===== src/rtl/fdiv_ctrl_if.sv =====
// Core-side request/response channel of the fdiv controller.
// The master modport is the core; the slave modport is the controller.
interface fdiv_ctrl_if #(
  parameter int unsigned TAG_W = 5
) ();
  logic             req_valid;
  logic             req_ready;
  logic [31:0]      req_x1;
  logic [31:0]      req_x2;
  logic [TAG_W-1:0] req_tag;
  logic             rsp_valid;
  logic             rsp_ready;
  logic [31:0]      rsp_y;
  logic [TAG_W-1:0] rsp_tag;

  modport master (
    output req_valid, req_x1, req_x2, req_tag, rsp_ready,
    input  req_ready, rsp_valid, rsp_y, rsp_tag
  );

  modport slave (
    input  req_valid, req_x1, req_x2, req_tag, rsp_ready,
    output req_ready, rsp_valid, rsp_y, rsp_tag
  );
endinterface


===== src/rtl/fdiv_ctrl.sv =====
// Requester-side controller for the fixed-latency fdiv pipeline: issues operands, tracks
// in-flight ops in a tag shift register and queues results in a credit-limited FIFO.
module fdiv_ctrl #(
  parameter int unsigned LATENCY    = 4,
  parameter int unsigned TAG_W      = 5,
  parameter int unsigned FIFO_DEPTH = 4
) (
  input  logic        clk,
  input  logic        rstn,
  fdiv_ctrl_if.slave  bus,
  output logic [31:0] div_x1,
  output logic [31:0] div_x2,
  input  logic [31:0] div_y,
  output logic        busy
);

  localparam int unsigned PtrW  = $clog2(FIFO_DEPTH);
  localparam int unsigned CntW  = $clog2(FIFO_DEPTH + 1);
  localparam int unsigned InflW = $clog2(LATENCY + 1);

  logic [LATENCY-1:0] stg_vld_q, stg_vld_d;
  logic [TAG_W-1:0]   stg_tag_q [LATENCY];
  logic [TAG_W-1:0]   stg_tag_d [LATENCY];

  logic [31:0]        fifo_y_q   [FIFO_DEPTH];
  logic [TAG_W-1:0]   fifo_tag_q [FIFO_DEPTH];
  logic [PtrW-1:0]    wr_ptr_q, wr_ptr_d;
  logic [PtrW-1:0]    rd_ptr_q, rd_ptr_d, rd_nxt;
  logic [CntW-1:0]    occ_q, occ_d;

  logic [31:0]        rsp_y_q, rsp_y_d;
  logic [TAG_W-1:0]   rsp_tag_q, rsp_tag_d;

  logic [InflW-1:0]   inflight;
  logic [31:0]        credits_used;
  logic               req_ready;
  logic               rsp_valid;
  logic               fire;
  logic               push;
  logic               pop;

  assign div_x1 = bus.req_x1;
  assign div_x2 = bus.req_x2;

  always_comb begin
    inflight = '0;
    for (int i = 0; i < LATENCY; i++) begin
      inflight = inflight + InflW'(stg_vld_q[i]);
    end
  end

  // Every issued op holds a credit until its result is popped, so the FIFO can never overflow.
  assign credits_used = 32'(inflight) + 32'(occ_q);
  assign req_ready    = rstn && (credits_used < FIFO_DEPTH);
  assign rsp_valid    = rstn && (occ_q != '0);
  assign busy         = rstn && ((inflight != '0) || (occ_q != '0));

  assign fire = bus.req_valid && req_ready;
  assign push = stg_vld_q[LATENCY-1];
  assign pop  = rsp_valid && bus.rsp_ready;

  assign bus.req_ready = req_ready;
  assign bus.rsp_valid = rsp_valid;
  assign bus.rsp_y     = rsp_y_q;
  assign bus.rsp_tag   = rsp_tag_q;

  always_comb begin
    stg_vld_d    = stg_vld_q;
    stg_tag_d    = stg_tag_q;
    stg_vld_d[0] = fire;
    stg_tag_d[0] = bus.req_tag;
    for (int i = 1; i < LATENCY; i++) begin
      stg_vld_d[i] = stg_vld_q[i-1];
      stg_tag_d[i] = stg_tag_q[i-1];
    end
  end

  assign rd_nxt = rd_ptr_q + PtrW'(1);

  always_comb begin
    wr_ptr_d = push ? wr_ptr_q + PtrW'(1) : wr_ptr_q;
    rd_ptr_d = pop ? rd_nxt : rd_ptr_q;
    occ_d    = occ_q;
    case ({push, pop})
      2'b10:   occ_d = occ_q + CntW'(1);
      2'b01:   occ_d = occ_q - CntW'(1);
      default: occ_d = occ_q;
    endcase
  end

  // Head registers only move when the head entry changes, so they hold the last value when empty.
  always_comb begin
    rsp_y_d   = rsp_y_q;
    rsp_tag_d = rsp_tag_q;
    if (push && ((occ_q == '0) || (pop && (occ_q == CntW'(1))))) begin
      rsp_y_d   = div_y;
      rsp_tag_d = stg_tag_q[LATENCY-1];
    end else if (pop && (occ_q > CntW'(1))) begin
      rsp_y_d   = fifo_y_q[rd_nxt];
      rsp_tag_d = fifo_tag_q[rd_nxt];
    end
  end

  always_ff @(posedge clk) begin
    if (!rstn) begin
      stg_vld_q <= '0;
      for (int i = 0; i < LATENCY; i++) begin
        stg_tag_q[i] <= '0;
      end
      wr_ptr_q  <= '0;
      rd_ptr_q  <= '0;
      occ_q     <= '0;
      rsp_y_q   <= '0;
      rsp_tag_q <= '0;
    end else begin
      stg_vld_q <= stg_vld_d;
      stg_tag_q <= stg_tag_d;
      wr_ptr_q  <= wr_ptr_d;
      rd_ptr_q  <= rd_ptr_d;
      occ_q     <= occ_d;
      rsp_y_q   <= rsp_y_d;
      rsp_tag_q <= rsp_tag_d;
    end
  end

  always_ff @(posedge clk) begin
    if (rstn && push) begin
      fifo_y_q[wr_ptr_q]   <= div_y;
      fifo_tag_q[wr_ptr_q] <= stg_tag_q[LATENCY-1];
    end
  end

  a_no_push_when_full: assert property (@(posedge clk) disable iff (!rstn)
    !(push && (occ_q == CntW'(FIFO_DEPTH))));

  a_credit_bound: assert property (@(posedge clk) disable iff (!rstn)
    credits_used <= FIFO_DEPTH);

endmodule


===== src/flat_wrapper.sv =====
// flat-port wrapper written by rule: the top's interface ports become plain ports
module fdiv_ctrl_flat 
#(
  parameter int unsigned LATENCY    = 4,
  parameter int unsigned TAG_W      = 5,
  parameter int unsigned FIFO_DEPTH = 4
)
  (clk, rstn, div_x1, div_x2, div_y, busy, bus_req_valid, bus_req_x1, bus_req_x2, bus_req_tag, bus_rsp_ready, bus_req_ready, bus_rsp_valid, bus_rsp_y, bus_rsp_tag);
  fdiv_ctrl_if #(.TAG_W(TAG_W)) bus_i ();
  input  logic clk;
  input  logic rstn;
  output logic [31:0] div_x1;
  output logic [31:0] div_x2;
  input  logic [31:0] div_y;
  output logic busy;
  input wire logic [$bits(bus_i.req_valid)-1:0] bus_req_valid;
  input wire logic [$bits(bus_i.req_x1)-1:0] bus_req_x1;
  input wire logic [$bits(bus_i.req_x2)-1:0] bus_req_x2;
  input wire logic [$bits(bus_i.req_tag)-1:0] bus_req_tag;
  input wire logic [$bits(bus_i.rsp_ready)-1:0] bus_rsp_ready;
  output wire logic [$bits(bus_i.req_ready)-1:0] bus_req_ready;
  output wire logic [$bits(bus_i.rsp_valid)-1:0] bus_rsp_valid;
  output wire logic [$bits(bus_i.rsp_y)-1:0] bus_rsp_y;
  output wire logic [$bits(bus_i.rsp_tag)-1:0] bus_rsp_tag;
  assign bus_i.req_valid = bus_req_valid;
  assign bus_i.req_x1 = bus_req_x1;
  assign bus_i.req_x2 = bus_req_x2;
  assign bus_i.req_tag = bus_req_tag;
  assign bus_i.rsp_ready = bus_rsp_ready;
  assign bus_req_ready = bus_i.req_ready;
  assign bus_rsp_valid = bus_i.rsp_valid;
  assign bus_rsp_y = bus_i.rsp_y;
  assign bus_rsp_tag = bus_i.rsp_tag;
  fdiv_ctrl #(.LATENCY(LATENCY), .TAG_W(TAG_W), .FIFO_DEPTH(FIFO_DEPTH)) u_core (.clk(clk), .rstn(rstn), .bus(bus_i), .div_x1(div_x1), .div_x2(div_x2), .div_y(div_y), .busy(busy));
endmodule

===== config.mk =====
export PLATFORM = sky130hd
export DESIGN_NAME = fdiv_ctrl_flat
export DESIGN_NICKNAME = d
export VERILOG_FILES = /design/src/rtl/fdiv_ctrl_if.sv /design/src/rtl/fdiv_ctrl.sv /design/src/flat_wrapper.sv
export SDC_FILE = /design/constraint.sdc
export NUM_CORES = 1
export LEC_CHECK = 0
export ABC_AREA = 0
export BUFFER_PORTS_ARGS = -buffer_cell sky130_fd_sc_hd__buf_2
export CORE_UTILIZATION = 48
export DETAILED_ROUTE_END_ITERATION = 16
export PLACE_DENSITY = 0.76
export SLEW_MARGIN = 20
export SYNTH_ARGS = -nofsm -noshare
export SYNTH_HDL_FRONTEND = slang
export SYNTH_SLANG_ARGS = --single-unit

===== constraint.sdc =====
create_clock -name clk -period 2.4 [get_ports clk]
set_clock_uncertainty 0.05 [all_clocks]
set_input_delay 0.24 -clock clk [delete_from_list [all_inputs] [get_ports clk]]
set_output_delay 0.24 -clock clk [all_outputs]
set_load 0.005 [all_outputs]

==> reports/metrics.cfg <==
[route]
top_layer=met4
antenna_left=0
wl_met1_um=6750
route.detailed.drc=0
drt-total-wl_um=17700
met3_length_um=1100
wl_per_cell_um=19.9
vias_per_cell=5.38
first_iter_violations=308
first_pass_iters=5
wl_met2_um=9190
num_vias=4778

[sta]
setup_viol=3
hold_violations=0
fin_tns_setup_ns=-1.26
layout_setup_ws_ns=-0.602
post-route-period-util_pct=125
drv_slew=0
grt_setup_unrepaired=true
fmax_ghz=0.333
tightest_slew_ns=0.506
period_minus_slack_ns=3.00
max_slew_margin_pct=66.3

[grt]
grt_max_degree=53
antenna_found_initial=0
grtUsageTotal_pct=19.3
grt_pass1_vias=4886
grt-ovfl-total=0
grt_pass1_wl_um=26700

[finish]
area_growth_pct=17.0
final_layout_size_suffix_gt1_share_pct=29.4
diodes=0
utilization_pct=58.0
num-nets-final=767
fin_cells=888

[placement]
gp_congestion=0.690
place.port_buffers=80
dp_hpwl_um=10500
dp.cells=801
dp_slack_ns=-0.232

[status]
status=finished with violations
violations=setup timing

[die]
coreArea_um2=17400
rows=48
die-area_um2=18500
initial_utilization_pct=49.6
die-height_um=136
pin_count=209
die-width_um=136

[critical_path]
cp-end-kind=output port
cp_max_fo=2
required_ns=2.11
critPathArrivalTime_ns=2.71
crit_path_start_kind=register
path_class=reg -> out

[logic_synthesis]
seq_area_frac_synth_pct=67.2
yosys_register_bits=216
synth_edf_count=148
synth_cell_types=33
synthTopCellsByArea=edfxtp_1, dfxtp_1, mux4_2
synth_commonest_cells=edfxtp_1, nand2_1, dfxtp_1
synth_top_flop_cell=edfxtp_1
synth_top_area_cell=edfxtp_1
synthMostInstantiatedCell=edfxtp_1
syn-mean-instance-area_um2=14.9
ys_warn_count=0
synth_top_area_share_pct=51.5
syn-cell-area_um2=8640
synth_nets=697
synthCells=578
async_flop_share_pct=0

[cts]
clock-sinks=216
clk_pin_slew_ns=0.06
cts_max_path_buffers=3
cts_tree=yes
cts_buffers=22
htree_num_levels=1
cts_root_buffer=clkbuf_16
insertion_delay_ns=0.50

[run]
cap_violations=0

[power]
power.leakage_nw=3.52
finalPower_mw=7.60
vdd_ir_drop_max_v=0.000603
p_per_area_nw_per_um2=753

[worst_hold_path]
min_path_type=in -> reg

## kinds of logic (layout without fill, tap and decap cells)
family	count (synthesis)	after routing	share of synthesized area (%)
DFF	216	216	67.2
and+or+nand+nor	118	118	6.51
AOI/OAI and AO/OA	82	82	5.49
buffers and inverters	104	189	8.27
adders and majority gates	14	14	2.12
xor gates and xnor gates	5	5	0.507
muxes	39	39	9.88
## worst paths after layout
path / startpoint / endpoint / slack (ns) / depth (start not counted)
setup / recovery: u_core.stg_vld_q[1] / bus_req_ready / -0.60 / 9
setup reg to reg: u_core.stg_vld_q[1] / u_core.stg_vld_q[0] / -0.50 / 16
hold reg to reg: u_core.stg_tag_d[6] / u_core.stg_tag_d[1] / 0.38 / 1
hold / removal: rstn / u_core.bus.rsp_y[29] / 0.29 / 4
## metal layers
metal  GRT usage (%)  up-vias
li1                -     2206
met1            22.6     2362
met2            34.1      147
met3            3.54       63
met4            9.26        0
met5               0        -
## worst max-delay path: stages (launching register included)
cell and delay [ns]:
dfxtp_2 0.33, ha_4 0.26, inv_2 0.03, fa_2 0.33
inv_2 0.07, ha_4 0.20, ha_4 0.15, or4b_4 0.53
a31oi_4 0.17, buf_2 0.14
## power by group
group	total (mW)	internal, mW	switching (mW)
clock network	3.32	1.97	1.35
logic	0.265	0.138	0.127
registers	4.02	4.00	0.0175
total	7.60	6.11	1.49
## metrics by stage
step	instance area [um2]	hold WS (ns)
after global routing	10100	0.322
after floorplan	8650	0.289
after global placement	8840	0.365
final	10100	0.286
after CTS	10100	0.267
after detailed placement	8840	0.368
## flip-flops by register name, summed over array words and instances (netlist names), 3 cells and up
signal,cells
u_core.fifo_tag_q,20
u_core.occ_q,3
u_core.bus.rsp_tag,5
u_core.bus.rsp_y,32
u_core.stg_tag_d,15
u_core.stg_tag_q,5
u_core.fifo_y_q,128
u_core.stg_vld_q,4
## layout make-up
cell class,count,area (um2)
multi-input combinational,258,2200
sequential,216,5810
timing repair buffer,141,1060
clock inverter,11,120
fill,1353,7320
inverter,9,33.8
clock buffer,28,593
tap,225,282
## placed cells by master, fill, tap and decap left out, drive strengths merged
cell type | Yosys | layout
a21boi | 1 | 1
a31oi | 39 | 39
and2 | 32 | 32
and3 | 4 | 4
buf | 82 | 103
bufinv | 0 | 2
clkbuf | 13 | 28
clkinv | 0 | 8
clkinvlp | 0 | 1
dfxtp | 68 | 68
dlygate4sd3 | 0 | 38
edfxtp | 148 | 148
fa | 1 | 1
ha | 13 | 13
inv | 9 | 9
mux2i | 2 | 2
mux4 | 37 | 37
nand2 | 75 | 75
nand2b | 1 | 1
nand3 | 1 | 1
nor2b | 2 | 2
o21a | 1 | 1
o21ai | 40 | 40
o41a | 1 | 1
or3 | 2 | 2
or4b | 1 | 1
xnor2 | 3 | 3
xor2 | 2 | 2
## repair_timing
| action | in CTS | in global routing |
|---|---|---|
| gates resized for setup | 19 | 2 |
| endpoints found under the setup margin | 3 | 3 |
| setup buffers | 10 | 2 |
| hold buffers | 38 | 0 |
| pin swaps | 3 | 3 |
| endpoints found under the hold margin | 134 | 0 |
No activity file was read; power rests on OpenSTA's default activity.
